[src/rtl/operand_compare_seq_pkg.sv]
// Shared definitions for the operand comparator.
//   state_t                  - FSM state encoding shared by the top level
//   DEFAULT_DEBOUNCE_CYCLES  - debounce length for the 50 MHz board clock
//   cnt_width()              - width of a counter that must hold 0..n
package operand_compare_seq_pkg;

  typedef enum logic [1:0] {
    WAIT_A  = 2'd0,
    WAIT_B  = 2'd1,
    COMPARE = 2'd2,
    SHOW    = 2'd3
  } state_t;

  // 5 ms of stable level at 50 MHz.
  localparam int unsigned DEFAULT_DEBOUNCE_CYCLES = 250_000;

  function automatic int unsigned cnt_width(input int unsigned n);
    return (n < 2) ? 1 : $clog2(n + 1);
  endfunction

endpackage

[src/rtl/operand_compare_seq_button_debounce.sv]
// Button conditioner: 2-flop synchroniser, stability counter and a
// one-cycle press pulse on the accepted 0->1 transition.
//   clk        system clock
//   rst        asynchronous reset, active-high
//   btn_raw    raw button pin, asynchronous to clk
//   btn_level  debounced (stable) button level
//   btn_press  one-cycle pulse when btn_level goes 0->1
module button_debounce
  import operand_compare_seq_pkg::*;
#(
  parameter int unsigned DEBOUNCE_CYCLES = DEFAULT_DEBOUNCE_CYCLES
) (
  input  logic clk,
  input  logic rst,
  input  logic btn_raw,
  output logic btn_level,
  output logic btn_press
);

  localparam int unsigned CW = cnt_width(DEBOUNCE_CYCLES);
  localparam logic [CW-1:0] CNT_LAST = CW'(DEBOUNCE_CYCLES - 1);

  logic          sync_q1;
  logic          sync_q2;
  logic [CW-1:0] cnt;

  // NOTE: every register here is updated with <= so all of them sample the
  // pre-edge values; with = the synchroniser would collapse into one flop.
  always_ff @(posedge clk or posedge rst) begin
    if (rst) begin
      sync_q1   <= 1'b0;
      sync_q2   <= 1'b0;
      cnt       <= '0;
      btn_level <= 1'b0;
      btn_press <= 1'b0;
    end else begin
      sync_q1   <= btn_raw;
      sync_q2   <= sync_q1;
      btn_press <= 1'b0;
      if (sync_q2 != btn_level) begin
        // The DEBOUNCE_CYCLES-th consecutive differing sample flips the level.
        if (cnt == CNT_LAST) begin
          btn_level <= sync_q2;
          cnt       <= '0;
          btn_press <= sync_q2;  // pulse on press only, never on release
        end else begin
          cnt <= cnt + CW'(1);
        end
      end else begin
        cnt <= '0;
      end
    end
  end

endmodule

[src/rtl/operand_compare_seq.sv]
// Two-operand comparator for the lab board. Operand A then operand B are
// taken from the switch bank on debounced load presses, compared (signed or
// unsigned) and shown on one-hot less/equal/greater LEDs.
//   clk, rst                   clock, asynchronous active-high reset
//   sw[WIDTH-1:0]              switch bank (operand value)
//   btn_load, btn_clear        raw buttons
//   led_less/equal/greater     registered compare result, valid in SHOW
//   led_wait_a, led_wait_b     entry-status LEDs
//   opnd_a, opnd_b             latched operands for display
module operand_compare_seq
  import operand_compare_seq_pkg::*;
#(
  parameter int          WIDTH           = 8,
  parameter bit          SIGNED_MODE     = 1'b0,
  parameter int unsigned DEBOUNCE_CYCLES = DEFAULT_DEBOUNCE_CYCLES
) (
  input  logic             clk,
  input  logic             rst,
  input  logic [WIDTH-1:0] sw,
  input  logic             btn_load,
  input  logic             btn_clear,
  output logic             led_less,
  output logic             led_equal,
  output logic             led_greater,
  output logic             led_wait_a,
  output logic             led_wait_b,
  output logic [WIDTH-1:0] opnd_a,
  output logic [WIDTH-1:0] opnd_b
);

  state_t state;
  logic   load_press;
  logic   clear_press;
  logic   load_level;
  logic   clear_level;
  logic   a_lt_b;
  logic   a_eq_b;

  button_debounce #(.DEBOUNCE_CYCLES(DEBOUNCE_CYCLES)) u_load_db (
    .clk       (clk),
    .rst       (rst),
    .btn_raw   (btn_load),
    .btn_level (load_level),
    .btn_press (load_press)
  );

  button_debounce #(.DEBOUNCE_CYCLES(DEBOUNCE_CYCLES)) u_clear_db (
    .clk       (clk),
    .rst       (rst),
    .btn_raw   (btn_clear),
    .btn_level (clear_level),
    .btn_press (clear_press)
  );

  // Only the press pulses drive the FSM; the held levels are not needed here.
  logic unused_levels;
  assign unused_levels = &{1'b0, load_level, clear_level};

  assign a_lt_b = SIGNED_MODE ? ($signed(opnd_a) < $signed(opnd_b))
                              : (opnd_a < opnd_b);
  assign a_eq_b = (opnd_a == opnd_b);

  always_ff @(posedge clk or posedge rst) begin
    if (rst) begin
      state       <= WAIT_A;
      opnd_a      <= '0;
      opnd_b      <= '0;
      led_less    <= 1'b0;
      led_equal   <= 1'b0;
      led_greater <= 1'b0;
    end else if (clear_press) begin
      // Clear outranks a simultaneous load in every state.
      state       <= WAIT_A;
      opnd_a      <= '0;
      opnd_b      <= '0;
      led_less    <= 1'b0;
      led_equal   <= 1'b0;
      led_greater <= 1'b0;
    end else begin
      case (state)
        WAIT_A: begin
          if (load_press) begin
            opnd_a <= sw;
            state  <= WAIT_B;
          end
        end
        WAIT_B: begin
          if (load_press) begin
            opnd_b <= sw;
            state  <= COMPARE;
          end
        end
        COMPARE: begin
          led_less    <= a_lt_b;
          led_equal   <= a_eq_b;
          led_greater <= ~a_lt_b & ~a_eq_b;
          state       <= SHOW;
        end
        SHOW: begin
          // Operands stay on display until the next load overwrites them.
          if (load_press) begin
            led_less    <= 1'b0;
            led_equal   <= 1'b0;
            led_greater <= 1'b0;
            state       <= WAIT_A;
          end
        end
        default: state <= WAIT_A;
      endcase
    end
  end

  assign led_wait_a = (state == WAIT_A);
  assign led_wait_b = (state == WAIT_B);

endmodule

[config.mk]
export PLATFORM = sky130hd
export DESIGN_NAME = operand_compare_seq
export DESIGN_NICKNAME = d
export VERILOG_FILES = /design/src/rtl/operand_compare_seq_pkg.sv /design/src/rtl/operand_compare_seq_button_debounce.sv /design/src/rtl/operand_compare_seq.sv
export SDC_FILE = /design/constraint.sdc
export NUM_CORES = 1
export LEC_CHECK = 0
export CORE_MARGIN = 2
export CORE_UTILIZATION = 35
export CTS_CLUSTER_SIZE = 30
export DETAILED_ROUTE_END_ITERATION = 6
export SLEW_MARGIN = 20
export SYNTH_ARGS = -nofsm -noshare
export SYNTH_HDL_FRONTEND = slang
export SYNTH_HIERARCHICAL = 1
export SYNTH_SLANG_ARGS = --single-unit
[constraint.sdc]
create_clock -name clk -period 1.9 [get_ports clk]
set_clock_uncertainty 0.2 [all_clocks]
set_input_delay 0.38 -clock clk [delete_from_list [all_inputs] [get_ports clk]]
set_output_delay 0.38 -clock clk [all_outputs]
set_load 0.005 [all_outputs]
==> flow_summary.toml, run 1 <==
[run_status]
status = "finished, violations left"
violations = "negative setup slack"

[hold_path]
min_path_type = "in -> async"

[timing]
max_freq_mhz = 497
min_period_over_period_pct = 106
setup_ws_ps = -110
tightest_slew_ps = 360
finalHoldViolCount = 0
setup_violations = 18
timing.final.max_slew_violations = 0
slew_headroom_pct = 75.9
fin_crit_ps = 2010
rsz0062_at_grt = "yes"

[critical_path]
r2r_slack_ps = -110
ff2ff_path_depth = 4
cp_max_fo = 3
path_class = "reg -> reg"
cp-start-kind = "register"
required_ps = 1930
worstPathArrival_ps = 2040
endpoint_kind = "register"
r2r_start = "u_clear_db/cnt[5]"
r2r-end = "u_clear_db/btn_level"

[drt]
routed.top_layer = "met4"
routed_via_density = 5.07
drc = 0
drtAntennaViolNets = 0
wl_per_cell_um = 14.3
dr.first_iter.drc_count = 121
wl_met1_mm = 3.44
vias = 2713
dr_wl_met3_um = 356
routed_wl_mm = 7.68
dr_wl_met2_mm = 3.77
firstDrtPassIters = 4

[clock_tree]
cts_made_buffers = 9
cts_sinks = 65
clkTransAtPathRegs_ps = 70
clock_latency_ps = 340
ctsHtreeMaxLevel = 3
cts_hold_buffers = 0
clockBufferDepth = 2
cts_root_buffer = "clkbuf_8"
cts_tree = "yes"

[logic_synthesis]
syn_inst = 327
synth.top_cells.by_count = "dfrtp_1 (65), nor2_1 (37), nand2_1 (30)"
yosysWarnings = 6
synth_flop_cell = "dfrtp_1"
async_reset_ff_share_pct = 100
yosys.area.top_type_share_pct = 49.7
ys_seq_area_share_pct = 49.7
syn_avg_cell_area_um2 = 10.0
synth_most_common_cell = "dfrtp_1"
ys_ff_latch = 65
synth_area_leaders = "dfrtp_1 (50%), ha_1 (5.4%), xnor2_1 (4.3%), nor2_1 (4.2%), a21oi_1 (4.0%)"
syn_nets = 353
synth_edf_count = 0
synthesis.area_um2 = 3270
yosysTopAreaCell = "dfrtp_1"
synth_cell_types = 37

[global_route]
antenna_found_initial = 0
grt_pass1_vias = 2643
grt_pass1_wl_mm = 12.2
grt.overflow.total = 0
grt_max_degree = 22
grt_use_total_pct = 15.3

[cells_and_area]
antenna_cells = 0
fillers = 791
final_core_util_pct = 49.8
drive_gt1_share_pct = 32.1
area_delta_synth_final_pct = 39.3
nets = 445

[placed_design]
portBuffers = 32
place_congestion = 0.807
place.detailed.hpwl_mm = 5.33

[floorplanning]
design.core.area_um2 = 9150
start_util_pct = 35.8
rows = 35
die_h_um = 101
io_pins = 33
die_w_um = 101
dieArea_um2 = 10100

[power]
power_density_nw_per_um2 = 623
ir_worst_vdd_uv = 357
leakagePower_nw = 2.01
total_power_w = 0.00284

[job]
maxCapViolCount = 0
-- flip-flops by register name (all words and copies together) (netlist names) --
| register | cells |
|---|---|
| led_less | 1 |
| u_clear_db/btn_level | 1 |
| u_load_db/sync_q1 | 1 |
| u_load_db/sync_q2 | 1 |
| u_clear_db/sync_q1 | 1 |
| u_clear_db/cnt | 18 |
| u_load_db/cnt | 18 |
| u_clear_db/sync_q2 | 1 |
| state | 2 |
| u_clear_db/btn_press | 1 |
| led_equal | 1 |
| u_load_db/btn_press | 1 |
| led_greater | 1 |
| opnd_a | 8 |
| opnd_b | 8 |
| u_load_db/btn_level | 1 |
-- critical path, cell delays in order (launching register included) --
cell and delay [ps]:
dfrtp_1 410, nor4b_4 300, nand4_2 120, or4_4 560, mux2_4 310
-- report_power, final --
part | switching (W) | internal, W
combinational | 0.0000765 | 0.0000714
sequential | 0.0000157 | 0.00140
clock | 0.000544 | 0.000738
total | 0.000636 | 0.00221
-- repair_timing --
| action | in CTS | in global routing |
|---|---|---|
| resized for setup | 8 | 58 |
| pin swaps | 0 | 16 |
| gates cloned | 0 | 2 |
| setup endpoints to repair | 8 | 41 |
| setup buffers | 4 | 5 |
-- area by class of cell --
| class | instances | area [um2] | area share [%] |
|---|---|---|---|
| clock inverter | 7 | 95.1 | 2.09 |
| inverter | 16 | 60.1 | 1.32 |
| clock buffer | 9 | 124 | 2.72 |
| sequential | 65 | 1630 | 35.7 |
| tap | 111 | 139 | 3.05 |
| multi-input combinational | 235 | 1720 | 37.8 |
| timing repair buffer | 92 | 792 | 17.4 |
-- metal layers --
layer  track usage, %  vias up
li1                 -     1327
met1             20.8     1307
met2             23.4       70
met3             3.12        9
met4             7.06        0
met5                0        -
-- cells in the final DEF, fill, tap and decap left out, types with 4 or more instances in the layout --
master,count
a21oi_1,21
a21oi_2,6
buf_4,53
buf_6,7
clkbuf_8,9
clkdlybuf4s50_1,28
dfrtp_1,64
dlygate4sd2_1,4
ha_1,10
inv_1,15
nand2_1,30
nand3_1,25
nand4_1,15
nor2_1,13
nor2_2,15
nor2_4,9
nor3_1,5
nor4_1,5
o21ai_0,5
or4_4,4
xnor2_1,16
xor2_1,13
-- cell families after synthesis --
group	Yosys count	share of synthesized area (%)
buffers and inverters	27	3.48
AND/OR/NAND/NOR	148	23.5
AO/OA/AOI/OAI	42	9.25
flip-flops	65	49.7
adder cells (fa/ha/maj)	14	5.35
XOR/XNOR	29	7.76
multiplexers	2	0.917
-- stage by stage --
stage / instance area (um2) / setup slack (ps) / setup TNS [ps] / instances / hold WS, ps
after floorplan: 3280 / -142 / -717 / 327 / 131
after global placement: 4050 / -79.9 / -131 / 508 / 136
after detailed placement: 4050 / -136 / -246 / 508 / 135
after CTS: 4300 / -151 / -272 / 528 / 72.1
after global routing: 4560 / -153 / -2590 / 535 / 72.7
final: 4560 / -110 / -388 / 535 / 89.4
-- how the worst max path moves through the flow --
| stage | from | to | slack, ps |
|---|---|---|---|
| 2_1_floorplan | u_load_db/cnt[0] | u_load_db/btn_level | -140 |
| 3_3_place_gp | u_load_db/cnt[13] | u_load_db/btn_level | -80 |
| 3_5_place_dp | u_clear_db/cnt[5] | u_clear_db/btn_level | -140 |
| 4_1_cts | u_clear_db/cnt[5] | u_clear_db/btn_level | -150 |
| 5_1_grt | u_clear_db/cnt[5] | u_clear_db/btn_level | -150 |
| 6_report | u_clear_db/cnt[5] | u_clear_db/btn_level | -110 |
(Power assumes the default switching activity.)
==> run 2, diff against run 1 <==
--- a/config.mk
+++ b/config.mk
@@ -9,6 +9,7 @@
 export CORE_UTILIZATION = 35
 export CTS_CLUSTER_SIZE = 30
 export DETAILED_ROUTE_END_ITERATION = 6
+export REMOVE_ABC_BUFFERS = 1
 export SLEW_MARGIN = 20
 export SYNTH_ARGS = -nofsm -noshare
 export SYNTH_HDL_FRONTEND = slang
==> run 2 against run 1 <==
Against the previous run: the run still ends with negative setup slack left; power down 2.8%; cell area down 3.7%; sequential cell count stayed put; utilization down 1.9 points; worst setup slack worse by 46 ps; die area unchanged; count of clock-buffer cells in the layout up 1; critical endpoint is now u_load_db/btn_level.
==> flow_summary.toml, run 2 (synthesis results as in run 1) <==
[timing]
min_period_over_period_pct = 108
slew_headroom_pct = 74.4
fin_crit_ps = 2060
tightest_slew_ps = 381
finalHoldViolCount = 0
setup_violations = 36
setup_ws_ps = -156
timing.final.max_slew_violations = 0
rsz0062_at_grt = "yes"
max_freq_mhz = 486
timing.hold.ws_ps = 158

[global_route]
grt_pass1_vias = 2686
grt_pass1_wl_mm = 12.6
antenna_found_initial = 0
grt_use_total_pct = 15.6
grt_max_degree = 23
grt.overflow.total = 0

[cells_and_area]
antenna_cells = 0
fin_cells = 528
area_delta_synth_final_pct = 34.1
layout_common_cells = "dfrtp_1 (65), buf_4 (49), nand2_1 (30)"
fillers = 826
final_core_util_pct = 48.0
top_regs = "u_clear_db/cnt: 18 flops, u_load_db/cnt: 18 flops"
final_area_um2 = 4390
final_common_cell = "dfrtp_1"
nets = 438
drive_gt1_share_pct = 25.9

[drt]
drtAntennaViolNets = 0
vias = 2667
routed_via_density = 5.05
dr.first_iter.drc_count = 83
routed_wl_mm = 7.38
drc = 0
firstDrtPassIters = 4
wl_per_cell_um = 14.0

[clock_tree]
clock_latency_ps = 340
cts_hold_buffers = 0
cts_root_buffer = "clkbuf_8"
cts_sinks = 65
cts_made_buffers = 9
cts_tree = "yes"
ctsHtreeMaxLevel = 3
clockBufferDepth = 2
clkTransAtPathRegs_ps = 80

[placed_design]
place.detailed.hpwl_mm = 5.22
place_congestion = 0.835
portBuffers = 32
postPlaceCellArea_um2 = 4070
post-place-cells = 509
pre_cts_ws_ps = -153

[power]
leakagePower_nw = 1.97
power_density_nw_per_um2 = 630
ir_worst_vdd_uv = 342

[critical_path]
cp-start-kind = "register"
crit_top_cell = "or4_4"
path_depth = 3
ff2ff_path_depth = 3
max_stage_delay_ps = 540
cp_max_fo = 3
required_ps = 1920
endpoint_kind = "register"
cp_top_family = "simple AND/OR/NAND/NOR gates"
cp.buffers_inverters = 0
path_class = "reg -> reg"
slowest_stage = "or4_4"
worstPathArrival_ps = 2080
crit_chain = "or4_4 > or4_4 > mux2_4"

[hold_path]
hold_depth = 0
min_path_type = "reg -> reg"

[job]
maxCapViolCount = 0

[floorplanning]
io_pins = 33
rows = 35
design.core.area_um2 = 9150
dieArea_um2 = 10100
start_util_pct = 35.8
die_h_um = 101
die_w_um = 101

[run_status]
violations = "negative setup slack"
status = "finished, violations left"
==> run 2: cell count changes in the layout (fill, tap and decap cells not counted), moves of 4 or more <==
cell,change
nor2_2,-7
nor2_1,+14
buf_4,-4
nor2_4,-7
buf_6,-4
==> run 2: area by class of cell <==
class | count | area [um2] | area share (%)
multi-input combinational | 235 | 1620 | 36.8
clock buffer | 10 | 138 | 3.13
tap | 111 | 139 | 3.16
timing repair buffer | 85 | 744 | 17.0
sequential | 65 | 1630 | 37.0
clock inverter | 6 | 66.3 | 1.51
inverter | 16 | 60.1 | 1.37
==> run 2: power by group <==
group	switching [W]	internal, W
sequential	0.0000152	0.00140
combinational	0.0000665	0.0000621
clock	0.000579	0.000644
==> run 2: worst paths after layout <==
path | start | end | slack [ps]
worst max-delay path | u_load_db/cnt[11] | u_load_db/btn_level | -160
worst min-delay path | u_clear_db/sync_q1 | u_clear_db/sync_q2 | 160
worst max register to register | u_load_db/cnt[11] | u_load_db/btn_level | -160
worst min register to register | u_clear_db/sync_q1 | u_clear_db/sync_q2 | 160
max in group asynchronous | rst | opnd_b[2] | 970
min in group asynchronous | rst | u_clear_db/cnt[15] | 280
==> run 2: metrics by stage <==
step | power [W] | setup TNS [ps]
4_1_cts | 0.00278 | -1430
3_3_place_gp | 0.00155 | -1160
3_5_place_dp | 0.00155 | -2050
6_report | 0.00276 | -1650
5_1_grt | 0.00287 | -4280
2_1_floorplan | 0.00149 | -4160
==> run 2: worst reg2reg max path: stages (launching register included) <==
cell	delay (ps)
dfrtp_1	380
or4_4	540
or4_4	520
mux2_4	310
==> run 2: what timing repair did <==
item,in CTS,in global routing
gates resized for setup,17,16
setup endpoints to repair,42,45
pin swaps,9,13
setup buffers,1,2
hold endpoints to repair,0,0
==> run 2: layer usage <==
layer  part of all wire (%)  routed length, um  vias to the layer above  track usage, %
met1                     50               3700                     1310            21.4
met5                      0                  0                        -               0
met2                     46               3410                       35            24.6
li1                       -                  -                     1314               -
met3                    2.3                168                        8            2.84
met4                    1.4                100                        0            5.90
